==> config.mk <==
export PLATFORM = sky130hd
export DESIGN_NAME = input_sync_filter
export DESIGN_NICKNAME = d
export VERILOG_FILES = /design/src/rtl/input_sync_filter.sv
export SDC_FILE = /design/constraint.sdc
export NUM_CORES = 1
export LEC_CHECK = 0
export CORE_MARGIN = 4
export CORE_UTILIZATION = 40
export CTS_BUF_LIST = sky130_fd_sc_hd__clkbuf_4
export DETAILED_ROUTE_END_ITERATION = 7
export GPL_TIMING_DRIVEN = 0
export HOLD_SLACK_MARGIN = 0.02
export PLACE_DENSITY = 0.64
export SETUP_SLACK_MARGIN = 0.2
export SKIP_CTS_REPAIR_TIMING = 1
export SLEW_MARGIN = 0
export SYNTH_ARGS = -nofsm -noshare
export SYNTH_HDL_FRONTEND = slang
export SYNTH_SLANG_ARGS = --single-unit
==> constraint.sdc <==
create_clock -name clk -period 1 [get_ports clk]
set_input_delay 0.1 -clock clk [delete_from_list [all_inputs] [get_ports clk]]
set_output_delay 0.1 -clock clk [all_outputs]
set_load 0.05 [all_outputs]
==> src/rtl/input_sync_filter.sv <==
// input_sync_filter
// Multi-channel pin conditioner: per-channel synchroniser chain, consecutive-cycle
// debounce filter, registered filtered level and one-cycle rise/fall pulses.
// Every output comes straight from a flop; channels share no state.

module input_sync_filter #(
  parameter int CH          = 4,
  parameter int SYNC_STAGES = 2,
  parameter int FILTER_CNT  = 16,
  parameter bit RST_VAL     = 1'b0
) (
  input  logic          clk,
  input  logic          rst_n,
  input  logic [CH-1:0] din,
  output logic [CH-1:0] dout,
  output logic [CH-1:0] rise,
  output logic [CH-1:0] fall
);

  // A filter length of 1 still needs a one-bit counter so the compare is well formed.
  localparam int CW = (FILTER_CNT > 1) ? $clog2(FILTER_CNT) : 1;
  localparam logic [CW-1:0] CNT_MAX = CW'(FILTER_CNT - 1);
  localparam logic [CW-1:0] CNT_ONE = CW'(1);

  genvar i;
  generate
    for (i = 0; i < CH; i++) begin : g_ch
      logic [SYNC_STAGES-1:0] sync_q;
      logic [CW-1:0]          cnt_q;
      logic                   dout_q;
      logic                   rise_q;
      logic                   fall_q;
      logic                   s;
      logic                   differs;
      logic                   update;

      // The last synchroniser stage is the only point where the pin is safe to use.
      assign s       = sync_q[SYNC_STAGES-1];
      assign differs = (s != dout_q);
      assign update  = differs && (cnt_q == CNT_MAX);

      // Plain shift chain; nothing may sit between stages or metastability can leak.
      always_ff @(posedge clk) begin
        if (!rst_n) begin
          sync_q <= {SYNC_STAGES{RST_VAL}};
        end else begin
          sync_q <= {sync_q[SYNC_STAGES-2:0], din[i]};
        end
      end

      // Count consecutive cycles of disagreement; any agreeing cycle restarts the count.
      always_ff @(posedge clk) begin
        if (!rst_n) begin
          cnt_q <= '0;
        end else if (!differs || update) begin
          cnt_q <= '0;
        end else begin
          cnt_q <= cnt_q + CNT_ONE;
        end
      end

      // Accept the new level and emit the matching edge pulse in the same edge.
      always_ff @(posedge clk) begin
        if (!rst_n) begin
          dout_q <= RST_VAL;
          rise_q <= 1'b0;
          fall_q <= 1'b0;
        end else begin
          rise_q <= update && s;
          fall_q <= update && !s;
          if (update) begin
            dout_q <= s;
          end
        end
      end

      assign dout[i] = dout_q;
      assign rise[i] = rise_q;
      assign fall[i] = fall_q;
    end
  endgenerate

endmodule

==> out/qor_table.md <==
| Item | Value | Unit |
| --- | --- | --- |
| Complex-gate fraction of the synthesized area | 0 | - |
| WP data required | 0.90 | ns |
| Max Cap Viol | 0 | - |
| Chain of cells forming the critical path | buf_6 -> buf_8 | - |
| Number of failing hold endpoints at the final stage | 0 | - |
| Kind of end point of the critical path | output pin | - |
| Number of buffers created by CTS | 5 | - |
| Maximum buffer depth of the clock tree | 2 | - |
| Yosys Warn Count | 0 | - |
| Initial detailed-routing violation count | 23 | - |
| Worst Setup Path Type | flip-flop to output pin | - |
| Final Max Tran Viols | 0 | - |
| Basic-gate share of the synthesized area counting and, or, nand and nor cells | 0.2221 | - |
| CTS tree | yes | - |
| Critical Path Source | g_ch[3].dout_q | - |
| Initial cell density of the core | 0.4266 | - |
| Largest area contributor in the synthesized netlist | dfxtp_1 | - |
| Fin worst setup slack | -0.05479 | ns |
| Clock tree root driver cell | clkbuf_4 | - |
| Final Wtd Congestion | 0.6918 | - |
| Vias per cell | 4.563 | - |
| Routed length per instance | 12.14 | µm |
| Launch point of the worst reg-to-reg path | g_ch[3].cnt_q[0] | - |
| Total Wirelength | 2.416 | mm |
| Clock Pin Slew Worst Setup and Hold Paths | 0.10 | ns |
| Final Power | 2257 | µW |
| Post-Synth XOR/XNOR Area | 0.07940 | - |
| Placement Rows | 20 | - |
| Detailed-placement wirelength estimate | 1.481 | mm |
| Total global-route track usage | 0.1084 | - |
| # H-tree levels | 2 | - |
| Antenna violation net count after detailed routing | 0 | - |
| Tightest slew margin relative to the limit | 0.7865 | - |
| Part of the Yosys area used for sequential elements | 0.5444 | - |
| Gate Count Post-Synth | 126 | - |
| Post-detailed-route DRC marker count | 0 | - |
| Transition at the pin with the smallest max-transition slack | 0.3202 | ns |
| Count of final setup violators | 9 | - |
| Commonest cells after routing, fill and taps aside | buf_6 (15), dfxtp_2 (15), dfxtp_1 (14) | - |
| Core area | 3103 | µm² |
| First-pass iteration count of the detailed router | 4 | - |
| First-pass GRT wire length | 3.477 | mm |
| Combinational family with the most area after synthesis | simple AND/OR/NAND/NOR gates | - |
| Max Fanout on Critical Path | 4 | - |
| Adder-cell area share of the yosys netlist | 0.03781 | - |
| Port buffer count | 17 | - |
| Worst vdd rail ir drop | 0.6375 | mV |
| Max Freq | 948.1 | MHz |
| Num ports | 18 | - |
| Max incr delay on CP | 0.38 | ns |
| Total vias in the final route | 908 | - |
| Worst min path class | primary input to flip-flop | - |
| Post-synthesis sequential element count | 36 | - |
| Static leakage | 0.0007980 | µW |
| Setup repair after global routing missed its margin | yes | - |
| Failing checks | negative setup slack | - |
| Clock sink count | 36 | - |
| Via count of the first global-routing pass | 859 | - |
| Grt ovf | 0 | - |
| Synth unique cells | 16 | - |
| Result of the run | finished with violations | - |
| Number of antenna violations at the first check in global routing | 0 | - |
| Syn Nets | 136 | - |
| Summed instance area of the synthesized netlist | 1324 | µm² |
| Antenna diode instance count | 0 | - |
| Post-route clock period utilization | 1.055 | - |
| Slowest cell on the critical path | dfxtp_4 | - |
| Crit path time final | 1.055 | ns |
| Worst endpoint data arrival time | 0.95 | ns |
| Critical path launch point type | flip-flop | - |
| Layout cells sized above 1 | 0.5677 | - |
| Startpoint of the most critical hold path | rst_n | - |
| Layout overhead on the synthesized area | 52.27 | % |
| Die Span Y | 65.53 | µm |
| Multiplexer share of the synthesized area | 0.03025 | - |
| Final net count | 165 | - |
| Latest clock arrival within the worst-skew pair | 0.33 | ns |
| Largest clock skew in the final design | 0.007680 | ns |
| Die footprint | 4294 | µm² |
| Worst setup timing slack at the placement stage | -0.3914 | ns |
| Width of the die | 65.53 | µm |
| Total power per unit cell area | 1120 | nW/µm² |
| Mean post-synth cell area | 10.51 | µm² |
| Proportion of netlist area held by the largest area contributor | 0.5444 | - |
| Pin count of the biggest net entering global routing | 11 | - |
| Ranking of synthesized cells by area | dfxtp_1 (54%), xor2_1 (7.9%), buf_4 (6.8%), nand3_1 (4.5%), nor3b_1 (4.5%) | - |
## per-stage QoR
stage / cell area (µm²) / setup TNS (ns) / utilization / cells / hold slack, ns
finish: 2016 / -0.2415 / 0.6496 / 199 / 0.2414
global route: 2016 / -1.085 / 0.6496 / 199 / 0.2420
CTS: 1692 / -8.315 / 0.5452 / 194 / 0.3445
detailed placement: 1642 / -14.15 / 0.5290 / 187 / 0.4210
global placement: 1642 / -13.02 / 0.5290 / 187 / 0.4173
floorplan: 1416 / 0 / - / 126 / 0.2273
## state kept, by name, summed over array words and instances, names as in the netlist
| signal | flops |
|---|---|
| g_ch.fall_q | 4 |
| g_ch.cnt_q | 16 |
| g_ch.sync_q | 8 |
| g_ch.dout_q | 4 |
| g_ch.rise_q | 4 |
## logic make-up after synthesis
logic type	after synthesis
simple gates	52
flops	36
mux	4
fa+ha+maj	4
buf+inv	18
xor+xnor	12
## critical path: cells and delay by family, from the launching register on
| family | cells | cell delay, ns |
|---|---|---|
| buffers and inverters | 2 | 0.25 |
| DFF | 1 | 0.38 |
## cells in the mapped netlist, drive strengths merged
| master | n |
|---|---|
| dfxtp | 36 |
| buf | 13 |
| nand3 | 12 |
| nor2 | 12 |
| xor2 | 12 |
| and2 | 8 |
| nor3b | 8 |
| and3 | 4 |
| ha | 4 |
| inv | 4 |
| mux2i | 4 |
| nand4 | 4 |
| nor2b | 4 |
| clkbuf | 1 |
## cell type report
| cell class | count | area, µm² |
|---|---|---|
| flip-flops and latches | 36 | 765.7 |
| plain buffers | 14 | 142.6 |
| repair buffers | 22 | 277.8 |
| clock buffers | 6 | 45.04 |
| inverters | 4 | 15.01 |
| well taps | 44 | 55.05 |
| clock inverters | 1 | 5.005 |
| multi-input cells | 72 | 709.4 |
| fillers | 266 | 1087 |
## power breakdown
part	switching (µW)	internal [µW]	leakage (µW)
logic	36.9	46.3	0.000462
clock network	433	286	0.0000315
registers	17.3	1440	0.000305
## routing by layer
layer  part of all wire  track usage  up-vias  routed length, µm
met2               0.57       0.1808       18               1370
met1               0.36       0.1166      420                881
met4              0.022      0.06218        0                 54
li1                   -            -      463                  -
met5                  0            0        -                  0
met3              0.045      0.04103        7                109
## path summary, 6_finish.rpt
check                            to  slack (ns)  depth (start not counted)
hold reg to reg   g_ch[0].sync_q[1]        0.44                          1
setup / recovery            dout[3]       -0.05                          2
hold / removal       g_ch[0].rise_q        0.24                          3
setup reg to reg     g_ch[3].rise_q       -0.03                          3
No activity file was read; power rests on OpenSTA's default activity.
